==> src/rtl/pht_update_queue_if.sv <==
// rtl/pht_update_queue_if.sv - update, array-write and lookup signals of the PHT write-side queue
interface pht_update_queue_if #(
  parameter int INDEX_BITS = 5,
  parameter int CTR_WIDTH  = 2,
  parameter int DEPTH      = 4
);
  localparam int CW = $clog2(DEPTH) + 1;

  logic                  upd_valid;
  logic                  upd_ready;
  logic [INDEX_BITS-1:0] upd_index;
  logic                  upd_taken;
  logic [CTR_WIDTH-1:0]  upd_ctr;
  logic                  arr_busy;
  logic                  arr_write;
  logic [INDEX_BITS-1:0] arr_write_index;
  logic [CTR_WIDTH-1:0]  arr_datain;
  logic [INDEX_BITS-1:0] lookup_index;
  logic                  lookup_hit;
  logic [CTR_WIDTH-1:0]  lookup_ctr;
  logic [CW-1:0]         count;

  modport master (
    output upd_valid, upd_index, upd_taken, upd_ctr, arr_busy, lookup_index,
    input  upd_ready, arr_write, arr_write_index, arr_datain, lookup_hit, lookup_ctr, count
  );

  modport slave (
    input  upd_valid, upd_index, upd_taken, upd_ctr, arr_busy, lookup_index,
    output upd_ready, arr_write, arr_write_index, arr_datain, lookup_hit, lookup_ctr, count
  );
endinterface

==> src/rtl/pht_update_queue.sv <==
// rtl/pht_update_queue.sv - merging write queue for the 2-bit PHT with lookup forwarding
module pht_update_queue #(
  parameter int INDEX_BITS = 5,
  parameter int CTR_WIDTH  = 2,
  parameter int DEPTH      = 4
) (
  input  logic              clk,
  input  logic              reset_n,
  pht_update_queue_if.slave bus
);
  localparam int PW = $clog2(DEPTH);
  localparam int CW = PW + 1;
  localparam logic [CTR_WIDTH-1:0] CTR_MAX = {CTR_WIDTH{1'b1}};

  logic [DEPTH-1:0]      val_q;
  logic [INDEX_BITS-1:0] idx_q [DEPTH];
  logic [CTR_WIDTH-1:0]  ctr_q [DEPTH];
  logic [PW-1:0]         head_q, head_d, tail_q, tail_d;
  logic [CW-1:0]         count_q, count_d;

  logic                  match_any;
  logic [PW-1:0]         match_ptr;
  logic                  fwd_hit;
  logic [CTR_WIDTH-1:0]  fwd_ctr;
  logic [CTR_WIDTH-1:0]  base, new_ctr;
  logic                  accept, pop, merge, alloc;

  always_comb begin
    match_any = 1'b0;
    match_ptr = '0;
    fwd_hit   = 1'b0;
    fwd_ctr   = '0;
    for (int i = 0; i < DEPTH; i++) begin
      if (val_q[i] && idx_q[i] == bus.upd_index) begin
        match_any = 1'b1;
        match_ptr = PW'(i);
      end
      if (val_q[i] && idx_q[i] == bus.lookup_index) begin
        fwd_hit = 1'b1;
        fwd_ctr = ctr_q[i];
      end
    end
  end

  // Gating with reset_n keeps ready low while reset is held, yet high right after release.
  assign bus.upd_ready       = reset_n && (count_q < CW'(DEPTH));
  assign bus.arr_write       = (count_q != '0) && !bus.arr_busy;
  assign bus.arr_write_index = idx_q[head_q];
  assign bus.arr_datain      = ctr_q[head_q];
  assign bus.lookup_hit      = fwd_hit;
  assign bus.lookup_ctr      = fwd_ctr;
  assign bus.count           = count_q;

  assign accept = bus.upd_valid && bus.upd_ready;
  assign pop    = bus.arr_write;
  assign base   = match_any ? ctr_q[match_ptr] : bus.upd_ctr;

  always_comb begin
    new_ctr = base;
    if (bus.upd_taken) begin
      if (base != CTR_MAX) new_ctr = base + CTR_WIDTH'(1);
    end else begin
      if (base != '0) new_ctr = base - CTR_WIDTH'(1);
    end
  end

  // A match on the head that leaves this cycle cannot be updated in place; it re-allocates.
  assign merge   = accept && match_any && !(pop && match_ptr == head_q);
  assign alloc   = accept && !merge;
  assign head_d  = pop   ? head_q + PW'(1) : head_q;
  assign tail_d  = alloc ? tail_q + PW'(1) : tail_q;
  assign count_d = count_q + CW'(alloc) - CW'(pop);

  always_ff @(posedge clk or negedge reset_n) begin
    if (!reset_n) begin
      val_q   <= '0;
      head_q  <= '0;
      tail_q  <= '0;
      count_q <= '0;
      for (int i = 0; i < DEPTH; i++) begin
        idx_q[i] <= '0;
        ctr_q[i] <= '0;
      end
    end else begin
      if (pop) val_q[head_q] <= 1'b0;
      if (merge) ctr_q[match_ptr] <= new_ctr;
      if (alloc) begin
        val_q[tail_q] <= 1'b1;
        idx_q[tail_q] <= bus.upd_index;
        ctr_q[tail_q] <= new_ctr;
      end
      head_q  <= head_d;
      tail_q  <= tail_d;
      count_q <= count_d;
    end
  end
endmodule

==> src/flat_wrapper.sv <==
// flat-port wrapper written by rule: the top's interface ports become plain ports
module pht_update_queue_flat 
#(
  parameter int INDEX_BITS = 5,
  parameter int CTR_WIDTH  = 2,
  parameter int DEPTH      = 4
)
  (clk, reset_n, bus_upd_valid, bus_upd_index, bus_upd_taken, bus_upd_ctr, bus_arr_busy, bus_lookup_index, bus_upd_ready, bus_arr_write, bus_arr_write_index, bus_arr_datain, bus_lookup_hit, bus_lookup_ctr, bus_count);
  pht_update_queue_if #(.INDEX_BITS(INDEX_BITS), .CTR_WIDTH(CTR_WIDTH), .DEPTH(DEPTH)) bus_i ();
  input  logic clk;
  input  logic reset_n;
  input wire logic [$bits(bus_i.upd_valid)-1:0] bus_upd_valid;
  input wire logic [$bits(bus_i.upd_index)-1:0] bus_upd_index;
  input wire logic [$bits(bus_i.upd_taken)-1:0] bus_upd_taken;
  input wire logic [$bits(bus_i.upd_ctr)-1:0] bus_upd_ctr;
  input wire logic [$bits(bus_i.arr_busy)-1:0] bus_arr_busy;
  input wire logic [$bits(bus_i.lookup_index)-1:0] bus_lookup_index;
  output wire logic [$bits(bus_i.upd_ready)-1:0] bus_upd_ready;
  output wire logic [$bits(bus_i.arr_write)-1:0] bus_arr_write;
  output wire logic [$bits(bus_i.arr_write_index)-1:0] bus_arr_write_index;
  output wire logic [$bits(bus_i.arr_datain)-1:0] bus_arr_datain;
  output wire logic [$bits(bus_i.lookup_hit)-1:0] bus_lookup_hit;
  output wire logic [$bits(bus_i.lookup_ctr)-1:0] bus_lookup_ctr;
  output wire logic [$bits(bus_i.count)-1:0] bus_count;
  assign bus_i.upd_valid = bus_upd_valid;
  assign bus_i.upd_index = bus_upd_index;
  assign bus_i.upd_taken = bus_upd_taken;
  assign bus_i.upd_ctr = bus_upd_ctr;
  assign bus_i.arr_busy = bus_arr_busy;
  assign bus_i.lookup_index = bus_lookup_index;
  assign bus_upd_ready = bus_i.upd_ready;
  assign bus_arr_write = bus_i.arr_write;
  assign bus_arr_write_index = bus_i.arr_write_index;
  assign bus_arr_datain = bus_i.arr_datain;
  assign bus_lookup_hit = bus_i.lookup_hit;
  assign bus_lookup_ctr = bus_i.lookup_ctr;
  assign bus_count = bus_i.count;
  pht_update_queue #(.INDEX_BITS(INDEX_BITS), .CTR_WIDTH(CTR_WIDTH), .DEPTH(DEPTH)) u_core (.clk(clk), .reset_n(reset_n), .bus(bus_i));
endmodule
==> config.mk <==
export PLATFORM = sky130hd
export DESIGN_NAME = pht_update_queue_flat
export DESIGN_NICKNAME = d
export VERILOG_FILES = /design/src/rtl/pht_update_queue_if.sv /design/src/rtl/pht_update_queue.sv /design/src/flat_wrapper.sv
export SDC_FILE = /design/constraint.sdc
export NUM_CORES = 1
export LEC_CHECK = 0
export BUFFER_PORTS_ARGS = -buffer_cell sky130_fd_sc_hd__buf_2
export CAP_MARGIN = 20
export CORE_ASPECT_RATIO = 1.5
export CORE_UTILIZATION = 25
export CTS_BUF_LIST = sky130_fd_sc_hd__clkbuf_2 sky130_fd_sc_hd__clkbuf_4 sky130_fd_sc_hd__clkbuf_8
export DETAILED_ROUTE_END_ITERATION = 16
export PLACE_DENSITY_LB_ADDON = 0.12
export SYNTH_ARGS = -nofsm -noshare
export SYNTH_HDL_FRONTEND = slang
export SYNTH_SLANG_ARGS = --single-unit
==> constraint.sdc <==
create_clock -name clk -period 4.2 [get_ports clk]
set_input_delay 0.84 -clock clk [delete_from_list [all_inputs] [get_ports clk]]
set_output_delay 0.84 -clock clk [all_outputs]
set_load 0.05 [all_outputs]
==> impl_metrics.json, run 1 <==
{
  "outcome": "finished clean",
  "hp-start": "u_core.val_q[1]",
  "synth_mux_area_frac": 0.2117,
  "slowest_delay_ns": 0.42,
  "gp_congestion": 0.7372,
  "synth_area_per_cell_um2": 11.80,
  "ant_nets": 0,
  "num_rows": 46,
  "startpoint": "bus_upd_index[4]",
  "cts_root_buf": "clkbuf_8",
  "worstHoldPathType": "flop to flop",
  "synth_cell_types": 43,
  "setup_slack_ns": 0.8548,
  "min_period_ns": 3.345,
  "cap_violations": 0,
  "num-nets-final": 292,
  "path_max_fanout": 9,
  "p_leak_nw": 1.483,
  "cts_setup_buffers": 0,
  "avgViaCountPerCell": 4.418,
  "n_antenna_cell": 0,
  "core_um2": 10650,
  "rrSetupSlack_ns": 1.14,
  "vdd_ir_drop_max_mv": 0.2617,
  "tightestPinTransition_ns": 0.7073,
  "finalSetupTns_ns": 0,
  "final_max_slew_viol_count": 0,
  "synth_ff_type": "dfrtp_1",
  "area_growth_pct": 13.06,
  "cts_hold_buf": 0,
  "dp_hpwl_mm": 5.513,
  "wl_per_cell_um": 17.82,
  "slew-limit-headroom": 0.5285,
  "ys_async_sr_fraction": 1.000,
  "final_cell_mix": "dfrtp_1, xor2_1, buf_2",
  "crit_slowest_cell": "and3_1",
  "setup_viol": 0,
  "critical_path_class": "primary input to flop",
  "skew_ns": 0.01194,
  "synth_area_um2": 2749,
  "synth_top_family_by_area": "multiplexers",
  "grtUsageTotal": 0.1419,
  "routed_wl_mm": 7.290,
  "synth_compound_area_frac": 0.06919,
  "clk_latency_ns": 0.31,
  "cts_htree_levels": 2,
  "syn-num-nets": 261,
  "numClockSinks": 39,
  "rsz0062_at_grt": "false",
  "cts_tree": "done",
  "fillerInstances": 1119,
  "die_h_um": 130.4,
  "drive_gt1_frac": 0.3396,
  "powerDensity_nw_per_um2": 761.9,
  "yosysSeqAreaShare": 0.3550,
  "fmax_mhz": 298.9,
  "drc": 0,
  "r2r-start": "u_core.idx_q[14]",
  "clkTransAtPathRegs_ns": 0.09,
  "fin_crit_sh": 0.7965,
  "numCtsBuffers": 5,
  "crit_chain": "buf_2 -> xor2_1 -> nor4_1 -> and3_1 -> inv_2 -> o41ai_4 -> o21ai_2 -> a21oi_4 -> nand2_1 -> mux2_2",
  "pre_cts_ws_ns": 0.5348,
  "grt_first_pass_wirelength_mm": 11.54,
  "start_util": 0.2582,
  "num_io_pins": 32,
  "arrival_ns": 3.54,
  "final_common_cell": "dfrtp_1",
  "synthXorXnorAreaFrac": 0.1402,
  "dieArea_um2": 11430,
  "yosys.area_share.simple": 0.1165,
  "grt_pass1_vias": 1979,
  "synth-edff-count": 0,
  "ctsResizeCount": 0,
  "hold_viol": 0,
  "first_pass_iters": 4,
  "dr.first_iter.drc_count": 75,
  "numPortBuffers": 31,
  "antenna_found_initial": 0,
  "cts_max_path_buffers": 2,
  "synthAdderAreaFrac": 0.06054,
  "syn_inst": 233,
  "die_w_um": 87.62,
  "grt_overflow_total": 0,
  "required_ns": 4.40,
  "grt_max_degree": 40,
  "vias": 1807,
  "synth_warnings": 0,
  "end_kind": "flop",
  "setup.worst_path.start_class": "primary input",
  "ys_ff_latch": 39
}
## worst max-delay path, delay by kind of cell
kind | cells | cell delay, ns
compound gates | 3 | 0.76
xor+xnor | 1 | 0.17
buf+inv | 2 | 0.25
mux | 1 | 0.37
simple gates | 3 | 1.14
## report_power, final
group,internal (mW),switching (mW),total (mW)
clock,0.116,0.152,0.268
combinational,0.544,0.745,1.29
sequential,0.557,0.254,0.812
total,1.22,1.15,2.37
## layout make-up
class | count | area (um2) | area share
clock inverters | 3 | 20.02 | 0.006441
well taps | 144 | 180.2 | 0.05797
clock buffers | 5 | 68.82 | 0.02214
repair buffers | 35 | 185.2 | 0.05958
flip-flops and latches | 39 | 975.9 | 0.3140
inverters | 9 | 33.78 | 0.01087
multi-input cells | 174 | 1644 | 0.5290
## state kept, by name, indices dropped and copies added (netlist names)
name	count
u_core.idx_q	20
u_core.val_q	4
u_core.head_q	2
u_core.tail_q	2
u_core.bus.count	3
u_core.ctr_q	8
## cells in the mapped netlist, types with 3 or more instances
cell / number / area (um2)
mux2_1: 6 / 67.56
mux4_2: 7 / 157.7
nor2_1: 7 / 26.28
inv_1: 8 / 30.03
xor2_1: 32 / 280.3
ha_1: 10 / 125.1
dfrtp_1: 39 / 975.9
mux2_2: 9 / 101.4
mux2_4: 15 / 225.2
nor4_1: 8 / 50.05
buf_6: 6 / 67.56
mux2i_1: 3 / 30.03
a21oi_2: 3 / 26.28
xnor2_1: 12 / 105.1
nand2_1: 20 / 75.07
nand2_4: 3 / 33.78
nor3_1: 3 / 15.01
nand3_1: 3 / 15.01
and3_1: 5 / 31.28
nor2b_1: 3 / 18.77
o21ai_0: 3 / 15.01
## worst paths after layout
| path | depth (start not counted) | endpoint |
|---|---|---|
| min in group asynchronous | 2 | u_core.idx_q[7] |
| worst min register to register | 2 | u_core.val_q[1] |
| worst max register to register | 9 | u_core.idx_q[4] |
| max in group asynchronous | 2 | u_core.idx_q[6] |
| worst min-delay path | 2 | u_core.val_q[1] |
| worst max-delay path | 10 | u_core.idx_q[4] |
## per-stage QoR
step	hold slack [ns]	instance area [um2]	util	instances	power, mW
after global placement	0.4697	3019	0.2835	401	2.134
after floorplan	0.4501	2749	-	233	1.792
after CTS	0.5000	3108	0.2919	409	2.410
after global routing	0.5420	3108	0.2919	409	2.537
final	0.4914	3108	0.2919	409	2.368
after detailed placement	0.4782	3019	0.2835	401	2.128
## cells by family (layout without fill, tap and decap cells)
logic type / count (synthesis) / count (layout)
flops: 39 / 39
mux: 40 / 40
compound gates: 20 / 20
buf+inv: 20 / 52
simple gates: 57 / 57
xor+xnor: 44 / 44
fa+ha+maj: 13 / 13
## per-layer routing
layer	vias to the layer above	global-route usage	share of wire
li1	879	-	-
met4	0	0.05979	0.019
met2	31	0.2633	0.55
met3	8	0.02198	0.028
met5	-	0	0
met1	889	0.1589	0.40
Note: power is estimated with default switching activity, not from simulation.
==> run 2, diff against run 1 <==
--- a/config.mk
+++ b/config.mk
@@ -5,6 +5,7 @@
 export SDC_FILE = /design/constraint.sdc
 export NUM_CORES = 1
 export LEC_CHECK = 0
+export ABC_AREA = 1
 export BUFFER_PORTS_ARGS = -buffer_cell sky130_fd_sc_hd__buf_2
 export CAP_MARGIN = 20
 export CORE_ASPECT_RATIO = 1.5
==> constraint.sdc (replaced) <==
create_clock -name clk -period 3.3 [get_ports clk]
set_input_delay 0.66 -clock clk [delete_from_list [all_inputs] [get_ports clk]]
set_output_delay 0.66 -clock clk [all_outputs]
set_load 0.05 [all_outputs]
==> impl_metrics.json, run 2 <==
{
  "slowest_delay_ns": 0.26,
  "synth_area_um2": 2985,
  "synth_cell_types": 34,
  "synth_compound_area_frac": 0.1614,
  "yosys-top-cells-count": "nand2_1, inv_1, dfrtp_1",
  "ctsResizeCount": 0,
  "synth_warnings": 0,
  "final_common_cell": "nand2_1",
  "final_cell_mix": "nand2_1, inv_1, dfrtp_1",
  "yosysSeqAreaShare": 0.3269,
  "cts_tree": "done",
  "die_h_um": 135.8,
  "synth_top_area_share": 0.3269,
  "arrival_ns": 2.25,
  "wl_per_cell_um": 15.90,
  "synth_top_family_by_area": "simple AND/OR/NAND/NOR gates",
  "numPortBuffers": 31,
  "avgViaCountPerCell": 4.637,
  "finalSetupTns_ns": 0,
  "synth_area_per_cell_um2": 7.264,
  "skew_ns": 0.006822,
  "p_leak_nw": 1.741,
  "num-nets-final": 474,
  "grtUsageTotal": 0.1685,
  "slew-limit-headroom": 0.6213,
  "synth_ff_type": "dfrtp_1",
  "numClockSinks": 39,
  "final_max_slew_viol_count": 0,
  "vias": 2768,
  "setup.worst_path.start_class": "primary input",
  "clk_latency_ns": 0.30,
  "cts_setup_buffers": 0,
  "synthAdderAreaFrac": 0.04862,
  "crit_slowest_cell": "buf_2",
  "hold_viol": 0,
  "dieArea_um2": 12390,
  "largest_reg_flops": 20,
  "synth_mux_area_frac": 0,
  "powerDensity_nw_per_um2": 968.8,
  "crit_family": "simple AND/OR/NAND/NOR gates",
  "cts_htree_levels": 2,
  "critical_path_buf_inv_count": 3,
  "cts_max_path_buffers": 2,
  "dr.first_iter.drc_count": 103,
  "min_period_ns": 2.906,
  "ys_ff_latch": 39,
  "start_util": 0.2576,
  "area_growth_pct": 15.00,
  "drc": 0,
  "tightestPinTransition_ns": 0.5675,
  "ys_top_cells_by_area": "dfrtp_1, nand2_1, inv_1",
  "fillerInstances": 1255,
  "required_ns": 2.64,
  "r2r-start": "u_core.idx_q[6]",
  "fin_crit_sh": 0.8807,
  "synth_area_leader_cell": "dfrtp_1",
  "dp_hpwl_mm": 7.485,
  "vdd_ir_drop_max_mv": 0.4265,
  "synthXorXnorAreaFrac": 0.02347,
  "yosysMostFrequentCell": "nand2_1",
  "syn-num-nets": 439,
  "regMostFlops": "u_core.idx_q",
  "fmax_mhz": 344.1,
  "num_rows": 48,
  "gp_congestion": 0.8900,
  "worstHoldPathType": "primary input to async pin",
  "clkTransAtPathRegs_ns": 0.08,
  "syn_inst": 411,
  "yosys.area_share.simple": 0.3537,
  "outcome": "finished clean",
  "setup_viol": 0,
  "crit_chain": "buf_2 -> inv_1 -> o22ai_1 -> nor3_1 -> nand4_1 -> o21ai_0 -> o21ai_0 -> nand2_1 -> o211ai_1 -> nand2_1 -> buf_2",
  "fin_total_pwr_mw": 3.326,
  "drive_gt1_frac": 0.2170,
  "die_w_um": 91.23,
  "path_max_fanout": 5,
  "grt_pass1_vias": 2778,
  "critical_path_class": "primary input to output port",
  "r2r_cells": 17,
  "first_pass_iters": 4,
  "final_util": 0.2962,
  "cts_root_buf": "clkbuf_8",
  "end_kind": "output port",
  "grt_overflow_total": 0,
  "num_io_pins": 32,
  "cap_violations": 0,
  "routed_wl_mm": 9.494,
  "core_um2": 11590,
  "ys_async_sr_fraction": 1.000,
  "antenna_found_initial": 0,
  "grt_max_degree": 40,
  "reg_top3": "u_core.idx_q (20), u_core.ctr_q (8), u_core.val_q (4)",
  "rsz0062_at_grt": "false",
  "grt_first_pass_wirelength_mm": 15.70,
  "rrSetupSlack_ns": 0.67,
  "ant_nets": 0,
  "n_antenna_cell": 0,
  "numCtsBuffers": 5,
  "timing.rr.end": "u_core.bus.count[2]",
  "cts_hold_buf": 0,
  "synth-edff-count": 0
}
-- run 2: changes by cell type after synthesis, sizes merged, moves of 8 or more --
| cell | change |
|---|---|
| nand2 | +123 |
| a21oi | +24 |
| o21ai | +32 |
| nor2 | +26 |
| xnor2 | -11 |
| nor4 | -8 |
| xor2 | -25 |
| nand3 | +28 |
| o22ai | +9 |
| inv | +41 |
| mux2 | -30 |
-- run 2: cell type report --
class                      instances  area [um2]  area share
clock buffer                       6       76.32     0.02223
tap                              150       187.7     0.05466
inverter                          50       187.7     0.05466
timing repair buffer              36       192.7     0.05612
multi-input combinational        314        1753      0.5106
sequential                        39       975.9      0.2843
clock inverter                     2       60.06     0.01749
-- run 2: per-layer routing --
metal / share of wire / global-route usage / up-vias
met2: 0.53 / 0.3110 / 69
met1: 0.42 / 0.1978 / 1296
met4: 0.016 / 0.05820 / 0
li1: - / - / 1394
met5: 0 / 0 / -
met3: 0.038 / 0.02405 / 9
-- run 2: metrics by stage --
step	setup WS (ns)	cell area, um2	hold slack (ns)	instances
floorplan	0.2042	2985	0.3644	411
global placement	0.2350	3297	0.4971	589
detailed placement	0.1681	3297	0.5006	589
CTS	0.3195	3433	0.5056	597
global route	0.2132	3433	0.5139	597
finish	0.3936	3433	0.4664	597
-- run 2: power breakdown --
group	switching [mW]	internal [mW]	total (mW)
logic	1.25	0.560	1.81
registers	0.315	0.707	1.02
clock network	0.181	0.311	0.492
-- run 2: cells by family after synthesis --
family,after synthesis
and+or+nand+nor,217
AOI/OAI and AO/OA,78
buffers and inverters,58
DFF,39
adders and majority gates,11
xor gates and xnor gates,8
-- run 2: worst max-delay path by stage --
stage	cells after the start	slack (ns)	end	startpoint
after floorplan	11	0.20	u_core.bus.count[2]	reset_n
after global placement	17	0.23	u_core.bus.count[2]	bus_upd_index[0]
after detailed placement	17	0.17	u_core.bus.count[2]	bus_upd_index[0]
after CTS	9	0.32	bus_lookup_ctr[1]	bus_lookup_index[3]
after global routing	11	0.21	bus_lookup_ctr[1]	bus_lookup_index[0]
final	11	0.39	bus_lookup_ctr[0]	bus_lookup_index[3]
